`config.mk`:
```
export PLATFORM = sky130hd
export DESIGN_NAME = addsub_serial
export DESIGN_NICKNAME = d
export VERILOG_FILES = /design/src/rtl/addsub_serial.sv
export SDC_FILE = /design/constraint.sdc
export NUM_CORES = 1
export LEC_CHECK = 0
export CAP_MARGIN = 20
export CORE_ASPECT_RATIO = 0.75
export CORE_MARGIN = 2
export CORE_UTILIZATION = 60
export CTS_BUF_LIST = sky130_fd_sc_hd__clkbuf_4 sky130_fd_sc_hd__clkbuf_8
export CTS_CLUSTER_DIAMETER = 120
export DETAILED_ROUTE_END_ITERATION = 10
export DONT_BUFFER_PORTS = 1
export PLACE_DENSITY = 0.76
export REMOVE_ABC_BUFFERS = 1
export SYNTH_ARGS = -nofsm -noshare
export SYNTH_HDL_FRONTEND = slang
export SYNTH_SLANG_ARGS = --single-unit
export TNS_END_PERCENT = 1
```
`constraint.sdc`:
```
create_clock -name clk -period 6.7 [get_ports clk]
set_input_delay 1.34 -clock clk [delete_from_list [all_inputs] [get_ports clk]]
set_output_delay 1.34 -clock clk [all_outputs]
set_load 0.005 [all_outputs]
```
`src/rtl/addsub_serial.sv`:
```
// addsub_serial: chunk-serial two's-complement adder/subtractor.
//
// Operands are latched when start is seen. The sum is then built CHUNK bits
// per clock, LSB chunk first, over NCH = WIDTH/CHUNK cycles. The result
// outputs change only on the edge that enters DONE, so partial sums are
// never visible on sum/c_out/ovf.
//
// Ports
//   clk    : clock, rising edge
//   rst_n  : asynchronous active-low reset
//   start  : begin an operation (honoured in IDLE and DONE)
//   sub    : 0 = a + b + c_in, 1 = a - b (c_in ignored)
//   a, b   : operands, WIDTH bits
//   c_in   : carry-in for add mode
//   busy   : high while chunks are being processed
//   done   : one-cycle pulse, results valid
//   sum    : result, WIDTH bits
//   c_out  : carry out of the MSB (in sub mode, 1 = no borrow)
//   ovf    : signed overflow
//
// state  | meaning
// IDLE   | waiting for start
// RUN    | adding one chunk per cycle
// DONE   | results just updated; done pulse; start here chains the next op

module addsub_serial #(
  parameter int WIDTH = 16,
  parameter int CHUNK = 4
) (
  input  logic             clk,
  input  logic             rst_n,
  input  logic             start,
  input  logic             sub,
  input  logic [WIDTH-1:0] a,
  input  logic [WIDTH-1:0] b,
  input  logic             c_in,
  output logic             busy,
  output logic             done,
  output logic [WIDTH-1:0] sum,
  output logic             c_out,
  output logic             ovf
);

  localparam int NCH = WIDTH / CHUNK;
  localparam int CW  = (NCH > 1) ? $clog2(NCH) : 1;
  localparam logic [CW-1:0] LAST = CW'(NCH - 1);

  typedef enum logic [1:0] {
    S_IDLE,
    S_RUN,
    S_DONE
  } state_t;

  state_t           r_state;
  state_t           w_next;

  logic [WIDTH-1:0] r_a;
  logic [WIDTH-1:0] r_b;      // b already mapped to ~b in sub mode
  logic [WIDTH-1:0] r_acc;    // partial result, filled chunk by chunk
  logic             r_carry;
  logic [CW-1:0]    r_cnt;
  logic [WIDTH-1:0] r_sum;
  logic             r_cout;
  logic             r_ovf;

  int               w_base;
  logic [CHUNK-1:0] w_a_ch;
  logic [CHUNK-1:0] w_b_ch;
  logic [CHUNK-1:0] w_s_ch;
  logic             w_c_ch;
  logic [WIDTH-1:0] w_acc_next;
  logic             w_load;
  logic             w_last;
  logic             w_c_msb_in;

  // Chunk adder
  always_comb begin
    w_base = int'(r_cnt) * CHUNK;
    w_a_ch = r_a[w_base +: CHUNK];
    w_b_ch = r_b[w_base +: CHUNK];
    {w_c_ch, w_s_ch} = {1'b0, w_a_ch} + {1'b0, w_b_ch} + {{CHUNK{1'b0}}, r_carry};
    w_acc_next = r_acc;
    w_acc_next[w_base +: CHUNK] = w_s_ch;
  end

  // On the last chunk, the carry into the MSB is recovered from the MSB sum
  // bit itself: s = a ^ b ^ cin  =>  cin = a ^ b ^ s.
  assign w_c_msb_in = r_a[WIDTH-1] ^ r_b[WIDTH-1] ^ w_s_ch[CHUNK-1];

  assign w_last = (r_cnt == LAST);
  assign w_load = start && ((r_state == S_IDLE) || (r_state == S_DONE));

  always_comb begin
    w_next = r_state;
    case (r_state)
      S_IDLE:  if (start) w_next = S_RUN;
      S_RUN:   if (w_last) w_next = S_DONE;
      S_DONE:  w_next = start ? S_RUN : S_IDLE;
      default: w_next = S_IDLE;
    endcase
  end

  always_ff @(posedge clk or negedge rst_n) begin
    if (!rst_n) begin
      r_state <= S_IDLE;
    end else begin
      r_state <= w_next;
    end
  end

  always_ff @(posedge clk or negedge rst_n) begin
    if (!rst_n) begin
      r_a     <= '0;
      r_b     <= '0;
      r_acc   <= '0;
      r_carry <= 1'b0;
      r_cnt   <= '0;
      r_sum   <= '0;
      r_cout  <= 1'b0;
      r_ovf   <= 1'b0;
    end else if (w_load) begin
      r_a     <= a;
      r_b     <= sub ? ~b : b;
      r_carry <= sub ? 1'b1 : c_in;
      r_cnt   <= '0;
    end else if (r_state == S_RUN) begin
      r_acc   <= w_acc_next;
      r_carry <= w_c_ch;
      r_cnt   <= r_cnt + 1'b1;
      if (w_last) begin
        r_sum  <= w_acc_next;
        r_cout <= w_c_ch;
        r_ovf  <= w_c_ch ^ w_c_msb_in;
      end
    end
  end

  assign busy  = (r_state == S_RUN);
  assign done  = (r_state == S_DONE);
  assign sum   = r_sum;
  assign c_out = r_cout;
  assign ovf   = r_ovf;

endmodule

```
==> flow_metrics.tcl <==
set metrics [dict create \
    synthAdderAreaFrac_pct 4.49 \
    syn-mean-instance-area_um2 11.9 \
    final_hpwl_from_detailed_placement_um 4380 \
    first_global_vias 2222 \
    grt_met1_use_pct 34.7 \
    cts_post_setup_buffers_inserted 0 \
    number_of_cells_produced_by_synthesis 286 \
    dp_cells 342 \
    design.core.area_um2 5410 \
    setup.worst_path.end_class "flop" \
    drt-pass1-iter-count 4 \
    detail_route.wirelength_um 6440 \
    hold_path.class "flop to flop" \
    worst_r2r_path_depth 7 \
    synth.ff_latch_count 71 \
    layout_commonest_cell "sky130_fd_sc_hd__dfrtp_1" \
    cts_max_path_buffers 2 \
    detail_route.iter0.violations 161 \
    r2r_slack_ns 3.32 \
    outcome "finished clean" \
    synth_cell_area_um2 3400 \
    die_width_um 91.0 \
    placed_cell_area_um2 3420 \
    synth-seq-area-share_pct 52.2 \
    wl_per_cell_um 18.1 \
    timing.critical_path.required_ns 6.94 \
    antenna_violating_nets_post_route 0 \
    vias 2141 \
    layout_common_cells "71 x sky130_fd_sc_hd__dfrtp_1, 32 x sky130_fd_sc_hd__nand2_1, 25 x sky130_fd_sc_hd__o21ai_0" \
    synthToLayoutAreaGrowth_pct 5.40 \
    crit_fanout 17 \
    clock-skew-final_ns 0.00673 \
    synth-edff-count 0 \
    num_io_pins 57 \
    layout.nets 326 \
    clkSinkCount 71 \
    tritoncts.num_buffers 9 \
    achievable-frequency_mhz 296 \
    grt_max_degree 72 \
    setup_repair_after_global_routing_missed_its_margin "false" \
    period_needed_ns 3.38 \
    cts_max_level 3 \
    cap_violations 0 \
    relSlewSlack_pct 39.0 \
    power-per-cell-area_nw_per_um2 587 \
    tns_ns 0 \
    grt_antenna_before_repair 0 \
    clk_root_buf "sky130_fd_sc_hd__clkbuf_8" \
    antenna_cells_inserted 0 \
    setup_viols_final 0 \
    drive_gt1_share_pct 16.0 \
    chipHeight_um 69.2 \
    synthDistinctLibCells 40 \
    timing.setup.critical_path_class "flop to flop" \
    grt_busiest_layer "met1" \
    met3_usage_pct 8.48 \
    grt_use_met2_pct 31.9 \
    yosys.area_share.xor_xnor_pct 4.63 \
    stdcell_count 356 \
    place.gp.congestion 0.873 \
    comb_power_share_pct 49.4 \
    leakage_dissipation_uw 0.00155 \
    port_buffers 0 \
    cts-resized-gates 0 \
    synth_async_sr_flop_share_pct 100 \
    clkSlewWorstSetupHoldPaths_ns 0.07 \
    postCtsHoldBufs 0 \
    ys.warnings.count 0 \
    fraction_of_synthesized_area_in_multiplexers_pct 10.6 \
    groute.usage.overall_pct 23.1 \
    clock_tree_from_tritoncts "done" \
    final-hold-violation-count 0 \
    timing.critical_path.from_type "flop" \
    timing.critical_path.arrival_ns 3.62 \
    drt-vias-per-instance 6.01 \
    grt_first_pass_wirelength_um 11300 \
    drt_drc_violations_left 0 \
    power.share.clock_pct 14.4 \
    internal_power_uw 1210 \
    clk-insertion-delay-late_ns 0.35 \
    holdPathStages 2 \
    rows 23 \
    final.period_utilization_pct 50.4 \
    irDropWorstVdd_mv 0.291 \
    switching_share_pct 42.3 \
    post_synth_and_or_nand_nor_area_fraction_pct 8.12 \
    max_slew_violation_total_from_the_final_report 0 \
    initial_util_pct 62.9 \
    final_design_instance_area_without_fill_um2 3590 \
    largest_family_of_logic_cells_by_synthesized_area "compound AO/OA/AOI/OAI gates" \
    max_slew.worst_pin.slew_ns 0.916 \
    design.die.area_um2 6300 \
    power_share_of_the_sequential_group_pct 36.2 \
    synth_compound_gate_area_share_pct 16.4 \
    globalRoute.totalOverflow 0 \
    synth-main-ff-cell "sky130_fd_sc_hd__dfrtp_1" \
    switchingPower_uw 890 \
]
==> synth_stat cells, types with 2 or more instances <==
library cell,instances,area (µm²)
sky130_fd_sc_hd__and2_1,2,12.5
sky130_fd_sc_hd__o21ai_1,2,10.0
sky130_fd_sc_hd__xnor2_1,17,149
sky130_fd_sc_hd__mux2_2,14,158
sky130_fd_sc_hd__o21ai_0,25,125
sky130_fd_sc_hd__nor4b_2,2,30.0
sky130_fd_sc_hd__a211oi_1,2,15.0
sky130_fd_sc_hd__nand2b_1,2,12.5
sky130_fd_sc_hd__clkbuf_1,10,37.5
sky130_fd_sc_hd__a21o_2,2,17.5
sky130_fd_sc_hd__nor2_1,10,37.5
sky130_fd_sc_hd__buf_2,7,35.0
sky130_fd_sc_hd__a221oi_1,9,78.8
sky130_fd_sc_hd__a32o_1,11,110
sky130_fd_sc_hd__ha_1,9,113
sky130_fd_sc_hd__a22o_1,5,43.8
sky130_fd_sc_hd__fa_1,2,40.0
sky130_fd_sc_hd__a22oi_1,3,22.5
sky130_fd_sc_hd__buf_1,2,7.51
sky130_fd_sc_hd__inv_1,8,30.0
sky130_fd_sc_hd__nand2_1,32,120
sky130_fd_sc_hd__a21oi_1,11,55.1
sky130_fd_sc_hd__mux4_2,8,180
sky130_fd_sc_hd__mux2_1,2,22.5
sky130_fd_sc_hd__dfrtp_1,71,1780
sky130_fd_sc_hd__a32oi_1,4,35.0
==> path summary, 6_finish.rpt <==
kind	start	end
setup / recovery	r_cnt[0]	ovf
hold reg to reg	r_b[6]	r_b[6]
setup reg to reg	r_cnt[0]	ovf
min in group asynchronous	rst_n	r_b[8]
max in group asynchronous	rst_n	r_a[9]
hold / removal	r_b[6]	r_b[6]
==> through the flow <==
stage               hold slack, ns  total power, µW  util, %  setup slack, ns
floorplan                    0.445             1530        -             3.64
finish                       0.481             2100     66.3             3.32
global placement             0.457             1760     63.1             3.40
detailed placement           0.469             1810     63.1             3.31
global route                 0.514             2290     66.3             3.01
CTS                          0.485             2110     66.3             3.28
==> layer usage <==
| layer | share of wire (%) | vias up | wire length (µm) |
|---|---|---|---|
| met5 | 0 | - | 0 |
| met2 | 43 | 60 | 2750 |
| met1 | 50 | 1047 | 3210 |
| met4 | 1.3 | 0 | 85 |
| met3 | 6.1 | 7 | 395 |
| li1 | - | 1027 | - |
==> layout make-up <==
class                   count  area, µm²
fillers                   448       1820
flip-flops and latches     71       1780
multi-input cells         187       1510
clock buffers              13        166
well taps                  75       93.8
inverters                   8       30.0
repair buffers              1       7.51
clock inverters             1       5.00
==> power groups by stage <==
stage                     logic [µW]  clock network (µW)  registers, µW
after global routing            1160                 328            793
after CTS                       1040                 309            766
final                           1040                 302            762
after global placement           996                   0            767
after floorplan                  801                   0            726
after detailed placement        1030                   0            774
==> logic make-up (layout without fill, tap and decap cells) <==
logic type | count (synthesis) | after routing
simple gates | 55 | 55
fa+ha+maj | 11 | 11
buf+inv | 28 | 23
mux | 24 | 24
compound gates | 79 | 79
xor+xnor | 18 | 18
flops | 71 | 71
==> state kept, by name (all words and copies together), names as in the netlist <==
| name | cells |
|---|---|
| sum | 16 |
| c_out | 1 |
| r_acc | 16 |
| r_carry | 1 |
| r_cnt | 2 |
| r_b | 16 |
| ovf | 1 |
| r_a | 16 |
| r_state | 2 |
==> worst max-delay path: stages (launching register included) <==
cell and delay (ns):
sky130_fd_sc_hd__dfrtp_1 0.88, sky130_fd_sc_hd__mux4_2 0.62, sky130_fd_sc_hd__fa_1 0.45, sky130_fd_sc_hd__fa_1 0.44, sky130_fd_sc_hd__a21o_2 0.24, sky130_fd_sc_hd__a211oi_1 0.29
sky130_fd_sc_hd__a211oi_1 0.09, sky130_fd_sc_hd__o31ai_1 0.27
Power figures use the tool's default switching activity.
